### config.mk
export PLATFORM = sky130hd
export DESIGN_NAME = req_arbiter_8
export DESIGN_NICKNAME = d
export VERILOG_FILES = /design/src/rtl/req_arbiter_8.sv
export SDC_FILE = /design/constraint.sdc
export NUM_CORES = 1
export LEC_CHECK = 0
export ABC_AREA = 1
export BUFFER_PORTS_ARGS = -buffer_cell sky130_fd_sc_hd__buf_2
export CAP_MARGIN = 25
export CORE_MARGIN = 4
export CORE_UTILIZATION = 55
export DETAILED_ROUTE_END_ITERATION = 12
export PLACE_DENSITY = 0.77
export SYNTH_ARGS = -nofsm -noshare
export SYNTH_HDL_FRONTEND = slang
export SYNTH_SLANG_ARGS = --single-unit
### constraint.sdc
create_clock -name clk -period 2.95 [get_ports clk]
set_clock_uncertainty 0.2 [all_clocks]
set_input_delay 0.1475 -clock clk [delete_from_list [all_inputs] [get_ports clk]]
set_output_delay 0.1475 -clock clk [all_outputs]
set_load 0.05 [all_outputs]
### src/rtl/req_arbiter_8.sv
// req_arbiter_8 -- eight-requester arbiter for one shared downstream resource.
//
// A winner is chosen in IDLE, either by fixed priority (bit 7 highest) or by
// round-robin starting below the last granted index. The grant is registered
// and held until the owner releases it, the owner drops its request, or the
// hold limit expires. Every grant is followed by at least one IDLE cycle,
// which is the arbitration cycle.
//
// Ports:
//   clk       in   rising-edge clock
//   rst       in   asynchronous active-high reset
//   req[7:0]  in   level-sensitive request vector, bit i = requester i
//   rel       in   release strobe from the current owner (ignored in IDLE)
//   rr_mode   in   0 = fixed priority, 1 = round-robin; sampled in IDLE only
//   gnt[7:0]  out  registered one-hot grant, zero when no grant is active
//   gnt_id    out  encoded index of the owner, zero when gnt_valid = 0
//   gnt_valid out  high while a grant is active
//   timeout   out  one-cycle pulse after a grant is revoked by the hold limit

module req_arbiter_8 #(
  parameter int unsigned MAX_HOLD = 16
) (
  input  logic       clk,
  input  logic       rst,
  input  logic [7:0] req,
  input  logic       rel,
  input  logic       rr_mode,
  output logic [7:0] gnt,
  output logic [2:0] gnt_id,
  output logic       gnt_valid,
  output logic       timeout
);

  localparam int unsigned CW = $clog2(MAX_HOLD);

  typedef enum logic [0:0] {
    StIdle,
    StGrant
  } state_e;

  state_e          state_q, state_d;
  logic [7:0]      gnt_q, gnt_d;
  logic [2:0]      gnt_id_q, gnt_id_d;
  logic            gnt_valid_q, gnt_valid_d;
  logic            timeout_q, timeout_d;
  logic [CW-1:0]   cnt_q, cnt_d;
  logic [2:0]      last_id_q, last_id_d;

  logic [2:0]      fp_id;
  logic [2:0]      rr_id;
  logic [2:0]      win_id;
  logic            any_req;
  logic            owner_req;
  logic            hold_hit;
  logic            grant_end;

  // Fixed priority: ascending scan, so the highest set bit is the last to land.
  always_comb begin
    fp_id = 3'd0;
    for (int i = 0; i < 8; i++) begin
      if (req[i]) begin
        fp_id = 3'(i);
      end
    end
  end

  // Round-robin: scan last_id-1, last_id-2, ... wrapping modulo 8, ending at
  // last_id itself so the previous winner has the lowest priority.
  always_comb begin
    logic       found;
    logic [2:0] idx;
    rr_id = 3'd0;
    found = 1'b0;
    idx   = 3'd0;
    for (int k = 1; k <= 8; k++) begin
      idx = last_id_q - 3'(k);
      if (!found && req[idx]) begin
        rr_id = idx;
        found = 1'b1;
      end
    end
  end

  assign any_req   = |req;
  assign win_id    = rr_mode ? rr_id : fp_id;
  assign owner_req = req[gnt_id_q];
  assign hold_hit  = (cnt_q == CW'(MAX_HOLD - 1));
  assign grant_end = rel | ~owner_req | hold_hit;

  always_comb begin
    state_d     = state_q;
    gnt_d       = gnt_q;
    gnt_id_d    = gnt_id_q;
    gnt_valid_d = gnt_valid_q;
    timeout_d   = 1'b0;
    cnt_d       = cnt_q;
    last_id_d   = last_id_q;

    unique case (state_q)
      StIdle: begin
        if (any_req) begin
          state_d     = StGrant;
          gnt_d       = 8'd1 << win_id;
          gnt_id_d    = win_id;
          gnt_valid_d = 1'b1;
          cnt_d       = '0;
          last_id_d   = win_id;
        end
      end
      StGrant: begin
        if (grant_end) begin
          state_d     = StIdle;
          gnt_d       = 8'd0;
          gnt_id_d    = 3'd0;
          gnt_valid_d = 1'b0;
          cnt_d       = '0;
          // Flag a timeout only when the hold limit alone ended the grant.
          timeout_d   = hold_hit & ~rel & owner_req;
        end else begin
          cnt_d = cnt_q + CW'(1);
        end
      end
      default: begin
        state_d     = StIdle;
        gnt_d       = 8'd0;
        gnt_id_d    = 3'd0;
        gnt_valid_d = 1'b0;
        cnt_d       = '0;
      end
    endcase
  end

  always_ff @(posedge clk or posedge rst) begin
    if (rst) begin
      state_q     <= StIdle;
      gnt_q       <= 8'd0;
      gnt_id_q    <= 3'd0;
      gnt_valid_q <= 1'b0;
      timeout_q   <= 1'b0;
      cnt_q       <= '0;
      last_id_q   <= 3'd0;
    end else begin
      state_q     <= state_d;
      gnt_q       <= gnt_d;
      gnt_id_q    <= gnt_id_d;
      gnt_valid_q <= gnt_valid_d;
      timeout_q   <= timeout_d;
      cnt_q       <= cnt_d;
      last_id_q   <= last_id_d;
    end
  end

  assign gnt       = gnt_q;
  assign gnt_id    = gnt_id_q;
  assign gnt_valid = gnt_valid_q;
  assign timeout   = timeout_q;

endmodule
After elaboration in Yosys (flattened, before gate mapping) --
Index checks and enable logic that the tools add are counted.
Cells by class: $add $sub $neg 8, $lt $le $gt $ge 9, equal/unequal tests 3, shift-type cells 1, mux-type cells 58, bitwise logic cells 7, reductions and logical operators 17
Operators by type and width (count):
- $mux 3 | 16
- $lt 3x4->1 const B | 9
- $bmux 1 s3 | 9
- $mux 1 | 23
- $mux 8 | 2
- $pmux 8 s2 | 1
- $sub 3x3->3 const B | 4
- $mux 4 | 2
- $pmux 4 s2 | 1
- $reduce_or 8->1 | 1
- $shl 1x3->8 const A | 1
- $logic_and 1x1->1 | 7
- $logic_not 1->1 | 7
- $pmux 3 s2 | 1
- $sub 3x2->3 const B | 2
- $add 4x1->4 const B | 1
- $eq 4x4->1 const B | 1
- $pmux 1 s2 | 2
- $reduce_and 2->1 | 2
- $not 1->1 | 3
- $sub 3x1->3 const B | 1
- $and 1x1->1 | 2
- $mux 2 | 1
- $ne 2x1->1 const B | 1
- 2 further kinds | 3
Word-level totals: bits in registers 21, input port bits 12, output and inout port bits 13, logic and storage cells 110

Logic depth before layout (Yosys ltp) --
Gate-level depths: netlist of the first run.
word-level depth 29, gate-level depth with buffers 23, gate-level depth less buffers 20

Least setup slack after synthesis of the first run --
OpenSTA, ideal clock, no wires.
kind flip-flop to flip-flop, from reg last_id_q[0], to reg last_id_q[2], library setup time 0.133 ns, data arrival time 2.360 ns, required time 2.617 ns, path slack 0.256 ns, stages on the path, launching flop included 20, path buffers 3, period minus slack after synthesis 2.694 ns, cells stage by stage dfrtp_1 > buf_6 > inv_4 > buf_6 > ha_1 > buf_2 > inv_1 > nand3_2 > nand3_2 > nand2_4 > nor2_8 > nand4_4 > nor2_4 > nand2_2 > o21ai_1 > inv_1 > nand2_2 > nand2_1 > nand2_1 > o21ai_0
On the way: word-level cells in the longest chain between the ends 26, elaborated cells on any way between the ends 53, those cells by class add/sub: 7; mux: 32; reduce/logical: 14
Ends and longest elaborated chain:
- start: declaration | line 47 | logic [2:0] last_id_q, last_id_d;
- start signal: assignment | line 149 | last_id_q <= last_id_d;
- $sub 3x1->3 | line 76 | idx = last_id_q - 3'(k);
- $bmux 1 s3 | line 77 | if (!found && req[idx]) begin
- $mux 1 (not written as such) | line 77
- $mux 1 | line 77
- $logic_not 1->1 | line 77
- $logic_and 1x1->1 | line 77
- $mux 1 | line 77
- $logic_not 1->1 | line 77
- [... 10 more ...]
- $mux 1 | line 77
- $logic_not 1->1 | line 77
- $logic_and 1x1->1 | line 77
- $mux 1 | line 77
- $logic_not 1->1 | line 77
- $logic_and 1x1->1 | line 77
- $mux 3 (*) | line 77
- $mux 3 (*) | line 85 | assign win_id = rr_mode ? rr_id : fp_id;
Every way passes the cells marked *; elsewhere a longest branch is shown, timed or not. The select of a mux whose other input is x is not followed. A chain may end at the register's enable or synchronous reset.

Final worst setup path of the first run --
from reg last_id_q[0], to reg gnt_q[4] (netlist: gnt[4])
On the way: word-level cells in the longest chain between the ends 29, elaborated cells on any way between the ends 56, those cells by class add/sub: 7; shift: 1; mux: 34; reduce/logical: 14
Ends and longest elaborated chain:
- $sub 3x1->3 | line 76
- $bmux 1 s3 | line 77
- $mux 1 (not written as such) | line 77
- $mux 1 | line 77
- $logic_not 1->1 | line 77
- $logic_and 1x1->1 | line 77
- $mux 1 | line 77
- $logic_not 1->1 | line 77
- [... 13 more ...]
- $mux 1 | line 77
- $logic_not 1->1 | line 77
- $logic_and 1x1->1 | line 77
- $mux 3 (*) | line 77
- $mux 3 (*) | line 85
- $shl 1x3->8 (*) | line 103 | gnt_d = 8'd1 << win_id;
- $mux 8 (*) | line 101 | if (any_req) begin
- $pmux 8 s2 (*) | line 99 | unique case (state_q)
- end signal: assignment | line 144 | gnt_q <= gnt_d;
- end: declaration | line 42 | logic [7:0] gnt_q, gnt_d;
Marked as above.

==> results of run 1 <==
worst max-delay path: stages (launching register included):
cell and delay (ps):
dfrtp_1 400, inv_4 100, ha_1 340, buf_4 160, nand3_1 100, nand2_1 100
nand2_1 60, nand2_2 150, nand4_4 140, nor2_4 160, nand2_1 90, nand2_1 80
nand2_1 50, nand2_1 60, nand2_2 80, a21oi_2 200, nand2_1 80, nand2_1 60
state kept, by name (all words and copies together), names as in the netlist:
signal and cells:
cnt_q 4, gnt_id 3, timeout 1, last_id_q 3, gnt_valid 1, gnt 8, state_q 1
timing repair:
| action | CTS | global route |
|---|---|---|
| resized for setup | 0 | 1 |
| hold buffers | 2 | 0 |
| setup endpoints to repair | 0 | 4 |
| endpoints found under the hold margin | 22 | 0 |
how the worst min path moves through the flow:
stage / start / slack, ps / cells past startpoint / end
finish: req[0] / 130 / 5 / cnt_q[1]$_DFFE_PP0P_
global placement: rst / 120 / 2 / gnt[6]$_DFFE_PP0P_
CTS: req[0] / 130 / 5 / cnt_q[1]$_DFFE_PP0P_
detailed placement: rst / 140 / 2 / gnt[0]$_DFFE_PP0P_
floorplan: rst / -80 / 1 / cnt_q[0]$_DFFE_PP0P_
global route: req[0] / 140 / 5 / cnt_q[1]$_DFFE_PP0P_
cell families after synthesis:
| logic type | Yosys count | share of synthesized area, % |
|---|---|---|
| AND/OR/NAND/NOR | 175 | 48.3 |
| buffers and inverters | 40 | 9.53 |
| AO/OA/AOI/OAI | 28 | 8.51 |
| flip-flops | 21 | 28.8 |
| XOR/XNOR | 5 | 2.81 |
| adder cells (fa/ha/maj) | 3 | 2.06 |
cells in the final DEF, fill, tap and decap left out, types with 4 or more instances in the layout:
cell     Yosys  routed
nand2_1     83      83
nand2_4      4       4
buf_2        2      24
nand2_2     10      10
o21ai_0     17      17
inv_1       31      30
buf_4        1       5
o21ai_1      4       4
nand3_1     28      28
nand3_2     12      12
inv_2        3       4
dfrtp_1     21      21
nor2_1      27      27
layer usage:
layer  global-route usage [%]  vias to the layer above  wire [microns]
met5                        0                        -               0
met4                     10.1                        0             155
met3                     2.05                       15             109
met2                     37.8                       37            2090
met1                     26.9                      815            1850
li1                         -                      933               -
stage by stage:
step	hold WS, ps	worst slack [ps]
floorplan	-76.0	256
global placement	121	300
detailed placement	137	269
CTS	132	239
global route	142	8.36
finish	126	272
layout make-up:
class,count,share of cell area [%]
Multi-Input combinational cell,211,55.0
Inverter,35,6.55
Clock buffer,3,1.10
Sequential cell,21,25.7
Clock inverter,1,0.245
Timing Repair Buffer,31,8.69
Tap cell,44,2.69
==> results by group, run 1 <==
Cells and area
  • Antenna diode count: 0
  • Area Overhead vs Synth: 12.1%
  • Final instance area: 0.00204 sq mm
  • Nets@finish: 318
  • Share of cells above drive strength 1: 23.2%
  • Fill cells: 329
  • Area occupied by multi-input gates: 0.00112 sq mm
  • Final core occ: 65.9%
  • Reg area: 526 sq um
  • Post-Layout Cell Count: 346

Timing
  • Post-layout minimum cycle time: 2680 ps
  • Setup-failing EPs final: 0
  • Fmax: 373 MHz
  • RSZ-0062 raised after global routing: false
  • Normalized max-slew margin: 49.9%
  • Slew Limit Fails: 0
  • Final hold vios: 0
  • Worst-Margin Slew: 750 ps
  • Final period utilization: 90.8%
  • Final setup TNS: 0 ps

Synthesis
  • Share of the synthesized area in the top cell type: 28.8%
  • Post-synth top area cell: dfrtp_1
  • Post-Synthesis Net Count: 287
  • Yosys reg bits: 21
  • Dominant cells by area after synthesis: dfrtp_1 (29%), nand2_1 (17%), nand3_1 (7.7%)
  • Post-synth ARST share: 100%
  • Post-Syn Instances: 272
  • Mapped Area: 0.00182 sq mm
  • Netlist cell types: 33
  • Synth top cells by count: nand2_1 (83), inv_1 (31), nand3_1 (28), nor2_1 (27), dfrtp_1 (21)
  • Syn_area_per_cell: 6.71 sq um
  • Yosys warns: 0
  • Seq/Total Area, Yosys: 28.8%
  • Most numerous cell in the Yosys netlist: nand2_1
  • Top FF cell, synth: dfrtp_1
  • Post-synth EDFFs: 0

Worst hold path
  • Hold Crit Class: in -> reg

Critical path
  • R2R Path Start: last_id_q[0]$_DFFE_PP0P_
  • R2R setup slack: 270 ps
  • Crit Path Max Fanout: 11
  • CP endpoint: gnt[4]$_DFFE_PP0P_
  • CP Capture Type: flip-flop
  • FF-to-FF path depth: 17
  • Crit path launch type: flip-flop
  • Critical Path RT: 3010 ps
  • CP Class: reg -> reg
  • CP arrival: 2730 ps
  • R2r endpoint: gnt[4]$_DFFE_PP0P_
  • Worst Setup SP: last_id_q[0]$_DFFE_PP0P_

Placement
  • Final HPWL DP: 3.49 mm
  • Placed insts: 340
  • # port buffers: 24
  • DP Area: 0.00200 sq mm
  • Final Wtd Congestion: 0.908

Route
  • Vias/cell: 5.20
  • Drt first pass iters: 5
  • Drt wl/cell: 12.2 microns
  • DR vias: 1,800
  • Initial DRC count: 107
  • Routed Antenna Nets: 0
  • Residual DRC count: 0
  • WL final: 4.21 mm

GRT
  • Number of global-route vias before repair: 1,742
  • Gr usage total: 21.7%
  • Initial antenna violation count: 0
  • Grt total ovfl: 0
  • First-pass GRT wire length: 7.50 mm
  • Largest net degree at the start of global routing: 22

Floorplan
  • Die Footprint: 0.00430 sq mm
  • Initial Util: 58.8%
  • Die Wd: 65.6 microns
  • Core ar.: 0.00310 sq mm
  • Num rows: 20
  • Ports: 25
  • Die span in y: 65.6 microns

CTS
  • Clock slew at reported path FFs: 120 ps
  • Max Root-Sink Buffers: 2
  • Clock root cell: clkbuf_4
  • Number of setup buffers added after CTS: 0
  • CTS H-Tree Depth: 1
  • Sink Count: 21
  • Worst skew pair latency: 310 ps
  • CTS tree: done
  • Num CTS Buffers: 3

Run
  • Max-cap violations: 0

Status
  • Status: complete, no violations
Power of run 1 is not shown: default switching activity piles up to over one toggle a cycle in this logic, so the estimate is an artifact.
==> run 2, diff against run 1 <==
Settings changed: REMOVE_ABC_BUFFERS from default to 1.
==> run 2 against run 1 <==
  * Sequential share of layout area shrank 0.063 points
  * Cell count is the same
  * Global-route usage grew 0.67 points
  * Wire length grew 1.1%
  * Highest routed layer unchanged
  * Largest cell class unchanged
==> results by group, run 2 (synthesized netlist as in run 1, its figures left out) <==
Route
  • DR vias: 1,829 (was 1,800)
  • Initial DRC count: 130 (was 107)
  • WL final: 4.26 mm (was 4.21 mm)
  • Residual DRC count: 0 (unchanged)
  • Vias/cell: 5.29 (was 5.20)
  • Drt wl/cell: 12.3 microns (was 12.2 microns)
  • Routed Antenna Nets: 0 (unchanged)
  • Drt first pass iters: 4 (was 5)

Critical path
  • Crit Path Max Fanout: 8 (was 11)
  • CP Class: reg -> reg (unchanged)
  • Crit path launch type: flip-flop (unchanged)
  • Critical Path RT: 2960 ps (was 3010 ps)
  • CP arrival: 2670 ps (was 2730 ps)
  • CP Capture Type: flip-flop (unchanged)

Status
  • Status: complete, no violations (unchanged)

Timing
  • Setup ws final: 295 ps (was 272 ps)
  • Final period utilization: 90.0% (was 90.8%)
  • Final hold vios: 0 (unchanged)
  • Fmax: 377 MHz (was 373 MHz)
  • Worst-Margin Slew: 779 ps (was 750 ps)
  • Setup-failing EPs final: 0 (unchanged)
  • Post-layout minimum cycle time: 2660 ps (was 2680 ps)
  • Slew Limit Fails: 0 (unchanged)
  • WHS: 100 ps (was 126 ps)
  • Final setup TNS: 0 ps (unchanged)
  • RSZ-0062 raised after global routing: false (unchanged)
  • Normalized max-slew margin: 48.0% (was 49.9%)

Cells and area
  • Fill cells: 302 (was 329)
  • Final core occ: 66.0% (was 65.9%)
  • Max FFs per register: 8 (unchanged)
  • Area Overhead vs Synth: 12.3% (was 12.1%)
  • Commonest non-fill, non-tap cell in the layout: nand2_1 (unchanged)
  • Share of cells above drive strength 1: 23.5% (was 23.2%)
  • Nets@finish: 318 (unchanged)
  • Antenna diode count: 0 (unchanged)
  • Most frequent cells in the layout: nand2_1 (83), inv_1 (30), nand3_1 (28), nor2_1 (27), buf_2 (24) (unchanged)

GRT
  • Grt total ovfl: 0 (unchanged)
  • Largest net degree at the start of global routing: 22 (unchanged)
  • GRT met2 Usage: 34.8% (was 37.8%)
  • Initial antenna violation count: 0 (unchanged)
  • Gr usage total: 22.4% (was 21.7%)
  • First-pass GRT wire length: 7.65 mm (was 7.50 mm)
  • Number of global-route vias before repair: 1,703 (was 1,742)
  • Global Route met1 Usage: 33.7% (was 26.9%)
  • Global Route met3 Usage: 3.25% (was 2.05%)
  • Gr busiest metal: met2 (unchanged)

Floorplan
  • Die Footprint: 0.00430 sq mm (unchanged)
  • Ports: 25 (unchanged)
  • Initial Util: 58.8% (unchanged)
  • Die Wd: 65.6 microns (unchanged)
  • Core ar.: 0.00310 sq mm (unchanged)
  • Die span in y: 65.6 microns (unchanged)
  • Num rows: 20 (unchanged)

CTS
  • Sink Count: 21 (unchanged)
  • CTS H-Tree Depth: 1 (unchanged)
  • Num CTS Buffers: 3 (unchanged)
  • Clock root cell: clkbuf_4 (unchanged)
  • Max Root-Sink Buffers: 2 (unchanged)
  • Clock slew at reported path FFs: 140 ps (was 120 ps)
  • Worst skew pair latency: 330 ps (was 310 ps)
  • CTS tree: done (unchanged)

Worst hold path
  • Hold Crit Class: in -> reg (unchanged)

Placement
  • Pre-CTS setup slack: 224 ps (was 269 ps)
  • # port buffers: 24 (unchanged)
  • Final Wtd Congestion: 0.942 (was 0.908)
  • Final HPWL DP: 3.41 mm (was 3.49 mm)

Run
  • Max-cap violations: 0 (unchanged)
run 2: worst paths after layout:
kind | slack [ps] | to | cells past startpoint | startpoint
worst max-delay path | 290 | gnt[0]$_DFFE_PP0P_ | 16 | last_id_q[1]$_DFFE_PP0P_
worst min-delay path | 100 | cnt_q[1]$_DFFE_PP0P_ | 5 | req[0]
worst max register to register | 290 | gnt[0]$_DFFE_PP0P_ | 16 | last_id_q[1]$_DFFE_PP0P_
worst min register to register | 290 | gnt[7]$_DFFE_PP0P_ | 2 | gnt[7]$_DFFE_PP0P_
max in group asynchronous | 1760 | gnt[7]$_DFFE_PP0P_ | 3 | rst
min in group asynchronous | 280 | cnt_q[3]$_DFFE_PP0P_ | 3 | rst
run 2: layout make-up:
type                            count  area (sq um)  area share (%)
Clock inverter                      1          7.51           0.366
Sequential cell                    21           526            25.6
Tap cell                           44          55.1            2.69
Timing Repair Buffer               31           178            8.67
Inverter                           35           134            6.53
Clock buffer                        3          22.5            1.10
Multi-Input combinational cell    211          1130            55.0
run 2: critical path: stages, from the launching register on:
cell,delay [ps]
dfrtp_1,410
inv_2,130
ha_2,360
inv_2,130
nand3_2,110
nand3_2,100
nand2_4,80
nor2_8,140
nand4_4,110
nor2_1,180
nand2_1,90
nand3_1,110
nor2_1,50
nor2_1,140
nor2_1,70
nand2_1,80
nand2_1,50
run 2: through the flow:
stage	cells	area [sq um]
finish	346	2050
global route	346	2050
CTS	346	2050
detailed placement	340	2000
global placement	340	2000
floorplan	267	1780
run 2: layer usage:
metal,up-vias,wire length (microns)
li1,928,-
met2,51,1910
met4,0,12
met1,847,2070
met5,-,0
met3,3,263
run 2: what timing repair did:
item,CTS,global route
resized for setup,0,2
endpoints found under the setup margin,0,12
hold buffers,2,0
hold endpoints to repair,22,0
setup buffers,0,0
Power of run 2 is left out for the same reason.
==> run 3, diff against run 2 <==
Settings changed: GPL_ROUTABILITY_DRIVEN from default to 0, HOLD_SLACK_MARGIN from default to 0.08, PLACE_DENSITY 0.77 to 0.81.
==> run 3 against run 2 <==
  * First-iteration DRC count decreased by 12%
  * Maximum frequency decreased by 4.1%
  * Cell area decreased by 0.61%
  * Cell count decreased by 0.29%
  * Sequential cell count unchanged
  * Worst hold slack improved by 37 ps
  * Wire length decreased by 1.2%
  * Die area unchanged
==> results by group, run 3 (synthesized netlist as in run 1, its figures left out) <==
Route
  • Routed Antenna Nets: 0 (unchanged)
  • Vias/cell: 5.25 (was 5.29)
  • Drt wl/cell: 12.2 microns (was 12.3 microns)
  • Initial DRC count: 114 (was 130)
  • WL final: 4.21 mm (was 4.26 mm)
  • Drt first pass iters: 4 (unchanged)
  • Residual DRC count: 0 (unchanged)
  • DR vias: 1,812 (was 1,829)

CTS
  • Sink Count: 21 (unchanged)
  • Clock slew at reported path FFs: 120 ps (was 140 ps)
  • CTS H-Tree Depth: 1 (unchanged)
  • Number of setup buffers added after CTS: 0 (unchanged)
  • Clock root cell: clkbuf_4 (unchanged)
  • CTS tree: done (unchanged)
  • Max Root-Sink Buffers: 2 (unchanged)
  • Num CTS Buffers: 3 (unchanged)
  • Worst skew pair latency: 310 ps (was 330 ps)

GRT
  • First-pass GRT wire length: 7.11 mm (was 7.65 mm)
  • Gr usage total: 20.6% (was 22.4%)
  • Largest net degree at the start of global routing: 22 (unchanged)
  • Initial antenna violation count: 0 (unchanged)
  • Number of global-route vias before repair: 1,702 (was 1,703)
  • Grt total ovfl: 0 (unchanged)

Critical path
  • Worst Path Buf+Inv: 2 (unchanged)
  • Worst-path cell chain: inv_2, ha_1, nand3_1, nand3_2, nand2_4, nor2_8, nand4_4, nor2_4, nand2_2, o21ai_1, inv_1, nand2_2, nand2_1, nand2_1, o21ai_0 (was inv_2, ha_2, inv_2, nand3_2, nand3_2, nand2_4, nor2_8, nand4_4, nor2_1, nand2_1, nand3_1, nor2_1, nor2_1, nor2_1, nand2_1, nand2_1)
  • Crit Path Max Fanout: 8 (unchanged)
  • Top delay family on crit path: simple AND/OR/NAND/NOR gates (unchanged)
  • Critical Path RT: 2940 ps (was 2960 ps)
  • CP Class: reg -> reg (unchanged)
  • CP Capture Type: flip-flop (unchanged)
  • Critical path's largest stage delay: 490 ps (was 410 ps)
  • Crit path launch type: flip-flop (unchanged)
  • Slowest cell on crit path: ha_1 (was dfrtp_1)
  • CP arrival: 2750 ps (was 2670 ps)

Cells and area
  • Nets@finish: 317 (was 318)
  • Share of cells above drive strength 1: 22.9% (was 23.5%)
  • Area Overhead vs Synth: 11.7% (was 12.3%)
  • Most frequent cells in the layout: nand2_1 (83), inv_1 (30), nand3_1 (28), nor2_1 (27), buf_2 (24) (unchanged)
  • Max FFs per register: 8 (unchanged)
  • Commonest non-fill, non-tap cell in the layout: nand2_1 (unchanged)
  • Antenna diode count: 0 (unchanged)

Floorplan
  • Num rows: 20 (unchanged)
  • Ports: 25 (unchanged)
  • Die span in y: 65.6 microns (unchanged)
  • Die Wd: 65.6 microns (unchanged)
  • Core ar.: 0.00310 sq mm (unchanged)
  • Die Footprint: 0.00430 sq mm (unchanged)
  • Initial Util: 58.8% (unchanged)

Timing
  • Normalized max-slew margin: 48.9% (was 48.0%)
  • Post-layout minimum cycle time: 2770 ps (was 2660 ps)
  • Worst-Margin Slew: 766 ps (was 779 ps)
  • Final setup TNS: 0 ps (unchanged)
  • Final hold vios: 0 (unchanged)
  • Final period utilization: 93.8% (was 90.0%)
  • Setup-failing EPs final: 0 (unchanged)
  • Setup ws final: 182 ps (was 295 ps)
  • Slew Limit Fails: 0 (unchanged)
  • RSZ-0062 raised after global routing: false (unchanged)
  • Fmax: 361 MHz (was 377 MHz)

Run
  • Max-cap violations: 0 (unchanged)

Placement
  • # port buffers: 24 (unchanged)
  • Final HPWL DP: 3.43 mm (was 3.41 mm)
  • Pre-CTS setup slack: 175 ps (was 224 ps)

Status
  • Status: complete, no violations (unchanged)

Worst hold path
  • Hold Crit Class: in -> reg (unchanged)
## run 3: area by class of cell
type | count | area, sq um
clock inverters | 1 | 5.00
multi-input cells | 211 | 1120
repair buffers | 30 | 170
clock buffers | 3 | 22.5
well taps | 44 | 55.1
fillers | 294 | 1070
flip-flops and latches | 21 | 526
inverters | 35 | 134
## run 3: final timing paths
check	slack, ps	cells past startpoint	start	endpoint
min reg2reg	280	2	gnt[7]$_DFFE_PP0P_	gnt[7]$_DFFE_PP0P_
min	140	5	req[0]	cnt_q[1]$_DFFE_PP0P_
max reg2reg	180	15	last_id_q[1]$_DFFE_PP0P_	last_id_q[2]$_DFFE_PP0P_
max	180	15	last_id_q[1]$_DFFE_PP0P_	last_id_q[2]$_DFFE_PP0P_
min in group asynchronous	310	3	rst	gnt[2]$_DFFE_PP0P_
max in group asynchronous	1760	3	rst	last_id_q[2]$_DFFE_PP0P_
## run 3: through the flow
| step | cell area, sq um | instances | hold slack (ps) | utilization [%] |
|---|---|---|---|---|
| 6_report | 2040 | 345 | 137 | 65.6 |
| 5_1_grt | 2040 | 345 | 149 | 65.6 |
| 4_1_cts | 2040 | 345 | 124 | 65.6 |
| 3_5_place_dp | 1990 | 339 | 123 | 64.1 |
| 3_3_place_gp | 1990 | 339 | 117 | 64.1 |
| 2_1_floorplan | 1780 | 267 | -76.0 | - |
## run 3: layer usage
metal  global-route usage, %  vias up  share of wire, %
met5                       0        -                 0
met4                    1.81        0              0.17
met3                    3.08        2               4.6
met2                    36.9       46                49
met1                    27.2      838                46
li1                        -      926                 -
## run 3: tightest hold or removal path, stage by stage
cell	delay [ps]
buf_2	130
nor4_1	80
buf_4	150
nand3_1	70
nand2_1	50
## run 3: repair_timing
action | in CTS | in global routing
setup endpoints to repair | 0 | 10
endpoints found under the hold margin | 23 | 0
hold buffers | 2 | 0
resized for setup | 0 | 1
Power of run 3 is left out for the same reason.
